### config.mk
export PLATFORM = sky130hd
export DESIGN_NAME = genotipo_serial_loader
export DESIGN_NICKNAME = d
export VERILOG_FILES = /design/src/rtl/genotipo_serial_loader.sv
export SDC_FILE = /design/constraint.sdc
export NUM_CORES = 1
export LEC_CHECK = 0
export ABC_CLOCK_PERIOD_IN_PS = 2800
export CAP_MARGIN = 20
export CORE_ASPECT_RATIO = 1.25
export CORE_MARGIN = 5
export CORE_UTILIZATION = 54
export DETAILED_ROUTE_END_ITERATION = 8
export GPL_ROUTABILITY_DRIVEN = 1
export PLACE_DENSITY_LB_ADDON = 0.1
export SYNTH_ARGS = -nofsm -noshare
export SYNTH_HDL_FRONTEND = slang
export SYNTH_SLANG_ARGS = --single-unit
### constraint.sdc
create_clock -name clk -period 2.8 [get_ports clk]
set_input_delay 0.7 -clock clk [delete_from_list [all_inputs] [get_ports clk]]
set_output_delay 0.7 -clock clk [all_outputs]
set_load 0.05 [all_outputs]
### src/rtl/genotipo_serial_loader.sv
// Byte-stream loader for the cartesian grid genotype: frames are assembled in a shadow
// buffer and copied into the active truth tables / output selectors only after verification.
module genotipo_serial_loader #(
  parameter int         ROW  = 2,
  parameter int         COL  = 3,
  parameter int         IN   = 4,
  parameter int         OUT  = 2,
  parameter logic [7:0] SYNC = 8'hA5,
  localparam int        SELW = $clog2(ROW*COL)
) (
  input  logic                           clk,
  input  logic                           rst,
  input  logic [7:0]                     in_data,
  input  logic                           in_valid,
  output logic                           in_ready,
  output logic [ROW-1:0][COL-1:0][15:0]  saidas_LE,
  output logic [OUT-1:0][SELW-1:0]       out_chrom,
  output logic                           busy,
  output logic                           done,
  output logic                           err
);

  localparam int NLE = ROW * COL;
  localparam int NLB = 2 * NLE;
  localparam int CW  = $clog2(NLB + OUT) + 1;
  localparam int IW  = CW - 1;

  if (SELW > 8) begin : g_selw_chk
    $error("genotipo_serial_loader: selector width exceeds one byte");
  end
  if (IN < 1) begin : g_in_chk
    $error("genotipo_serial_loader: IN must be positive");
  end

  typedef enum logic [2:0] {
    S_IDLE,
    S_LOAD_LE,
    S_LOAD_OUT,
    S_CHECK,
    S_COMMIT
  } state_t;

  function automatic logic [7:0] chk_fold(input logic [7:0] acc, input logic [7:0] b);
    return acc ^ b;
  endfunction

  state_t                          state_r, state_s;
  logic [CW-1:0]                   cnt_r;
  logic [7:0]                      chk_r;
  logic                            range_r;
  logic [15:0]                     shadow_le_r  [NLE];
  logic [SELW-1:0]                 shadow_sel_r [OUT];
  logic [ROW-1:0][COL-1:0][15:0]   le_r;
  logic [OUT-1:0][SELW-1:0]        sel_r;
  logic                            done_r, err_r;
  logic                            xfer_s, frame_ok_s, last_le_s, last_sel_s;

  assign in_ready   = (state_r != S_COMMIT);
  assign xfer_s     = in_valid & in_ready;
  assign last_le_s  = (cnt_r == CW'(NLB - 1));
  assign last_sel_s = (cnt_r == CW'(OUT - 1));
  assign frame_ok_s = (in_data == chk_r) && !range_r;

  // Next-state decode; every state except COMMIT waits for a transfer.
  always_comb begin
    state_s = state_r;
    case (state_r)
      S_IDLE: begin
        if (xfer_s && (in_data == SYNC)) state_s = S_LOAD_LE;
        else                             state_s = S_IDLE;
      end
      S_LOAD_LE: begin
        if (xfer_s && last_le_s) state_s = S_LOAD_OUT;
        else                     state_s = S_LOAD_LE;
      end
      S_LOAD_OUT: begin
        if (xfer_s && last_sel_s) state_s = S_CHECK;
        else                      state_s = S_LOAD_OUT;
      end
      S_CHECK: begin
        if (!xfer_s)         state_s = S_CHECK;
        else if (frame_ok_s) state_s = S_COMMIT;
        else                 state_s = S_IDLE;
      end
      S_COMMIT: state_s = S_IDLE;
      default:  state_s = S_IDLE;
    endcase
  end

  // State register.
  always_ff @(posedge clk) begin
    if (rst) state_r <= S_IDLE;
    else     state_r <= state_s;
  end

  // Byte counter, running checksum and selector range flag.
  always_ff @(posedge clk) begin
    if (rst) begin
      cnt_r   <= {CW{1'b0}};
      chk_r   <= 8'h00;
      range_r <= 1'b0;
    end else if (xfer_s) begin
      case (state_r)
        S_IDLE: begin
          cnt_r   <= {CW{1'b0}};
          chk_r   <= 8'h00;
          range_r <= 1'b0;
        end
        S_LOAD_LE: begin
          cnt_r <= last_le_s ? {CW{1'b0}} : cnt_r + CW'(1);
          chk_r <= chk_fold(chk_r, in_data);
        end
        S_LOAD_OUT: begin
          cnt_r <= last_sel_s ? {CW{1'b0}} : cnt_r + CW'(1);
          chk_r <= chk_fold(chk_r, in_data);
          // full byte is compared, so stray upper bits reject the frame
          if ({1'b0, in_data} >= 9'(NLE)) range_r <= 1'b1;
        end
        default: cnt_r <= cnt_r;
      endcase
    end
  end

  // Shadow buffer: payload bytes land here, low byte of each truth table first.
  always_ff @(posedge clk) begin
    if (rst) begin
      for (int e = 0; e < NLE; e++) shadow_le_r[e] <= 16'h0000;
      for (int k = 0; k < OUT; k++) shadow_sel_r[k] <= {SELW{1'b0}};
    end else if (xfer_s && (state_r == S_LOAD_LE)) begin
      for (int e = 0; e < NLE; e++) begin
        if (cnt_r[CW-1:1] == IW'(e)) begin
          if (cnt_r[0]) shadow_le_r[e][15:8] <= in_data;
          else          shadow_le_r[e][7:0]  <= in_data;
        end
      end
    end else if (xfer_s && (state_r == S_LOAD_OUT)) begin
      for (int k = 0; k < OUT; k++) begin
        if (cnt_r == CW'(k)) shadow_sel_r[k] <= in_data[SELW-1:0];
      end
    end
  end

  // Active registers and status pulses; done rises with the committed contents.
  always_ff @(posedge clk) begin
    if (rst) begin
      le_r   <= {(NLE*16){1'b0}};
      sel_r  <= {(OUT*SELW){1'b0}};
      done_r <= 1'b0;
      err_r  <= 1'b0;
    end else begin
      done_r <= (state_r == S_COMMIT);
      err_r  <= (state_r == S_CHECK) && xfer_s && !frame_ok_s;
      if (state_r == S_COMMIT) begin
        for (int i = 0; i < ROW; i++)
          for (int j = 0; j < COL; j++)
            le_r[i][j] <= shadow_le_r[i*COL + j];
        for (int k = 0; k < OUT; k++) sel_r[k] <= shadow_sel_r[k];
      end
    end
  end

  assign saidas_LE = le_r;
  assign out_chrom = sel_r;
  assign busy      = (state_r != S_IDLE);
  assign done      = done_r;
  assign err       = err_r;

endmodule
-- Yosys cells after proc, flatten, opt, wreduce, memory -nomap -nowiden
Memory sizes are Yosys's and may differ from the RTL's. A register that Yosys moved wholly into a read port is not among the register bits.
Cells that the tools add are included.
W data, S select, Z words.
- input bits: 11
- memory bits (writable): 102
- register bits after elaboration: 19
- memories: 2
- magnitude comparators: 1
- bitwise gates (word level): 16
- multiplexer cells: 88
- eq/ne operators: 15
- $add $sub $neg: 1
- reduce and logical (&&, ||, !) cells: 21
- memory list (memory ; depth ; bits a word ; read ports ; clocked after Yosys merged registers in ; wr ports ; RTL line ; RTL):
    shadow_le_r ; 6 ; 16 ; 6 ; 6 ; 6 ; 51 ; logic [15:0] shadow_le_r [NLE];
    shadow_sel_r ; 2 ; 3 ; 2 ; 2 ; 2 ; 52 ; logic [SELW-1:0] shadow_sel_r [OUT];
- operator list (kind ; count):
    $mux W8 ; 12
    $mux W1 ; 65
    $pmux W8 S2 ; 1
    $pmux W5 S3 ; 1
    $or A1 B1 Y1 ; 14
    $mux W3 ; 4
    $pmux W3 S4 ; 1
    $mux W5 ; 2
    $eq A4 B2 Y1 const B ; 2
    $eq A4 B3 Y1 const B ; 2
    $eq A8 B8 Y1 ; 1
    $eq A8 B8 Y1 const B ; 1
    $ge A8 B3 Y1 const B ; 1
    $logic_and A1 B1 Y1 ; 8
    $xor A8 B8 Y8 ; 1
    $eq A3 B2 Y1 const B ; 2
    $reduce_bool A3 Y1 ; 2
    $add A5 B1 Y5 const B ; 1
    $eq A5 B1 Y1 const B ; 1
    $eq A5 B4 Y1 const B ; 1
    $logic_not A5 Y1 ; 1
    $eq A4 B1 Y1 const B ; 1
    $logic_not A4 Y1 ; 1
    $reduce_and A2 Y1 ; 2
    12 further kinds ; 14

-- Logic depth before layout (Yosys ltp)
Gate-level depths: netlist of run 1.
- word-level depth: 8
- mapped depth: 7
- mapped depth without buffers: 6

-- Worst setup path before layout of run 1
Ideal clock, no wire load.
- path type: input-to-reg
- from: input in_valid
- to: memory shadow_le_r[0][10] (enable)
- library setup time: 0.375 ns
- setup slack: 0.640 ns
- stages: 4
- arrival: 1.785 ns
- cell sequence: nand2_1 or4_1 clkbuf_1 o21bai_1
- RTL lines (element ; RTL line ; RTL):
    start, declared ; 14 ; input logic in_valid,
    end, declared ; 51 ;

-- Worst setup path after layout of run 1
- from: register, netlist name saidas_LE[3]
- to: output saidas_LE[3] (netlist bit)
- RTL lines (element ; RTL line ; RTL):
    end, declared ; 16 ; output logic [ROW-1:0][COL-1:0][15:0] saidas_LE,
No word-level cell between the ends.

==> results of run 1 <==
## power by group through the flow
stage,clock network (mW),logic [mW],registers [mW]
detailed placement,0,0.159,3.55
CTS,2.83,0.160,3.48
floorplan,0,0.0885,3.54
finish,2.78,0.159,3.48
global route,2.97,0.172,3.48
global placement,0,0.157,3.54
## area by class of cell
type	instances	area, um2
Sequential cell	223	5490
Fill cell	1281	4960
Multi-Input combinational cell	555	2810
Timing Repair Buffer	139	1350
Clock buffer	34	636
Tap cell	212	265
Clock inverter	4	48.8
Inverter	4	16.3
## flip-flops by register name, summed over array words and instances (netlist names)
register      cells
chk_r             8
cnt_r             5
done              1
err               1
out_chrom         6
range_r           1
saidas_LE        96
shadow_le_r      96
shadow_sel_r      6
state_r           3
## worst max-delay path by stage
stage                  from                 end
6_report       saidas_LE[3]        saidas_LE[3]
5_1_grt          state_r[2]            in_ready
4_1_cts        saidas_LE[3]        saidas_LE[3]
3_5_place_dp       in_valid  shadow_le_r[5][12]
3_3_place_gp       in_valid  shadow_le_r[5][12]
2_1_floorplan      in_valid  shadow_le_r[0][10]
## worst reg2reg max path, stage by stage, from the launching register on
cell      delay, ns
dfxtp_1        0.61
nor3_4         0.14
clkinv_2       0.09
buf_4          0.79
nand2_1        0.20
a21oi_1        0.21
## cell families (layout without fill, tap and decap cells)
logic type      count (synthesis)  in the layout  synth area share (%)
simple gates                  400            400                  22.1
flops                         223            223                  64.0
compound gates                141            141                  8.95
buf+inv                        63            181                  3.31
xor+xnor                       10             10                  1.02
fa+ha+maj                       3              3                 0.438
mux                             1              1                 0.117
## Yosys cell counts (6+ instances only)
master	n	area share [%]
edfxtp_1	102	36
o21ai_0	9	0.53
nor2_1	29	1.3
buf_4	10	0.88
nand2_1	224	9.8
nand3b_1	8	0.70
clkbuf_1	41	1.8
and2_1	101	7.4
dfxtp_1	121	28
nor2b_1	6	0.44
xnor2_1	6	0.61
o21bai_1	6	0.53
a31o_2	7	0.72
buf_2	7	0.41
nor3_1	10	0.58
a21oi_1	113	6.6
## cells in the final DEF (no fill, tap or decap), drive strengths merged, types with 8 or more instances in the layout
master,n
nor2,29
clkdlybuf4s50,113
nor3,12
nand2,224
buf,26
edfxtp,102
nand3b,8
clkbuf,34
and2,101
o21ai,9
dfxtp,121
a21oi,113
## layer usage
metal  vias to the layer above  part of all wire [%]
met3                        34                   4.2
li1                       3005                     -
met2                       145                    53
met5                         -                     0
met1                      2981                    41
met4                         0                   2.2
==> impl_metrics.json, run 1 <==
{
  "cts_tree": "done",
  "numCtsBuffers": 21,
  "rr_worst_depth": 5,
  "num_rows": 51,
  "grt_max_degree": 136,
  "wire_per_inst_um": 16.7,
  "drv_slew": 0,
  "cp-end-kind": "output port",
  "ctsHtreeMaxLevel": 1,
  "synthesis.instances": 841,
  "setup_tns_ns": 0,
  "cp_slowest_cell": "clkdlybuf4s50_1",
  "maxSlewHeadroom_pct": 31.0,
  "powerDensity_nw_per_um2": 605,
  "die_w_um": 123,
  "p_leak_nw": 3.60,
  "final_util_pct": 68.1,
  "boundaryPins": 117,
  "pwr-share-comb_pct": 2.5,
  "intPower_mw": 5.15,
  "nets": 958,
  "r2r-end": "saidas_LE[25]",
  "cp.depth": 1,
  "grt_pass1_vias": 6236,
  "place_area_um2": 9920,
  "antenna_found_initial": 0,
  "first_iter_violations": 394,
  "hold_path_end": "saidas_LE[56]",
  "yosys_warnings": 0,
  "n_antenna_cell": 0,
  "fin_crit_sh_pct": 86.3,
  "max_freq_ghz": 0.414,
  "placed_cells": 1133,
  "cts_buffer_depth": 3,
  "place_ws_ns": 0.180,
  "power_mw": 6.42,
  "status": "finished clean",
  "cts_setup_buffers": 0,
  "avgViaCountPerCell": 5.26,
  "antenna_left": 0,
  "finClkSkew_ns": 0.0211,
  "io_buffers": 116,
  "syn_to_final_growth_pct": 23.8,
  "drc": 0,
  "rrSetupSlack_ns": 0.67,
  "ys.flop_type": "dfxtp_1",
  "core_area_um2": 15600,
  "via_count": 6165,
  "ys_types": 40,
  "use_met1_pct": 26.4,
  "cpPeakStageDelay_ns": 0.83,
  "insertion_delay_ns": 0.50,
  "async_flop_share_pct": 0,
  "grt_pass1_wl_mm": 31.2,
  "drive_gt1_share_pct": 7.40,
  "postCtsHoldBufs": 0,
  "gp_congestion": 0.801,
  "power.share.clock_pct": 43.3,
  "hold_slack_ns": 0.452,
  "clkTransAtPathRegs_ns": 0.06,
  "cp_top_family": "buffers and inverters",
  "crit_path_start_kind": "register",
  "worst-path-buf-inv": 1,
  "seqPwrFrac_pct": 54.2,
  "fin_crit_ns": 2.42,
  "cts_root_buf": "clkbuf_16",
  "syn_nets": 855,
  "fin_cells": 1171,
  "cp_data_arrival_time_ns": 1.72,
  "power.net_switching_mw": 1.26,
  "top_usage_layer": "met2",
  "finalSetupViolCount": 0,
  "rsz0062_at_grt": "no",
  "maxCapViolations": 0,
  "holdCritPathClass": "reg2reg",
  "yosysSeqAreaShare_pct": 64.0,
  "dp_hpwl_mm": 13.0,
  "synth_edf_count": 102,
  "r2r-start": "state_r[1]",
  "grtUsageMet3_pct": 2.35,
  "synth-seq-cells": 223,
  "p_sw_share_pct": 19.7,
  "worst_slack_ns": 0.384,
  "worst-setup-path-type": "reg2out",
  "hold_depth": 2,
  "routed_wirelength_mm": 19.6,
  "die_h_um": 151,
  "initial_core_util_pct": 55.0,
  "cts.sinks": 223,
  "track_usage_pct": 21.1,
  "overflow": 0,
  "first_pass_iters": 5,
  "peakVddDrop_v": 0.000425,
  "hold_viol_final": 0,
  "syn_area_um2": 8570,
  "fin_area_um2": 10600,
  "dieArea_um2": 18500,
  "crit_path_max_fanout": 2,
  "crit_chain": "clkdlybuf4s50_1",
  "worstMarginPinSlew_ns": 1.04,
  "cp.required_ns": 2.10,
  "ctsResizeCount": 0,
  "hp-start": "saidas_LE[56]",
  "syn-mean-instance-area_um2": 10.2,
  "grtUsageMet2_pct": 38.2
}
No activity file was read; power rests on OpenSTA's default activity.
==> run 2, diff against run 1 <==
Settings changed: CAP_MARGIN 20 to not set.
==> results of run 2 <==
No change in the layout: final DEF, timing and power equal those of run 1.
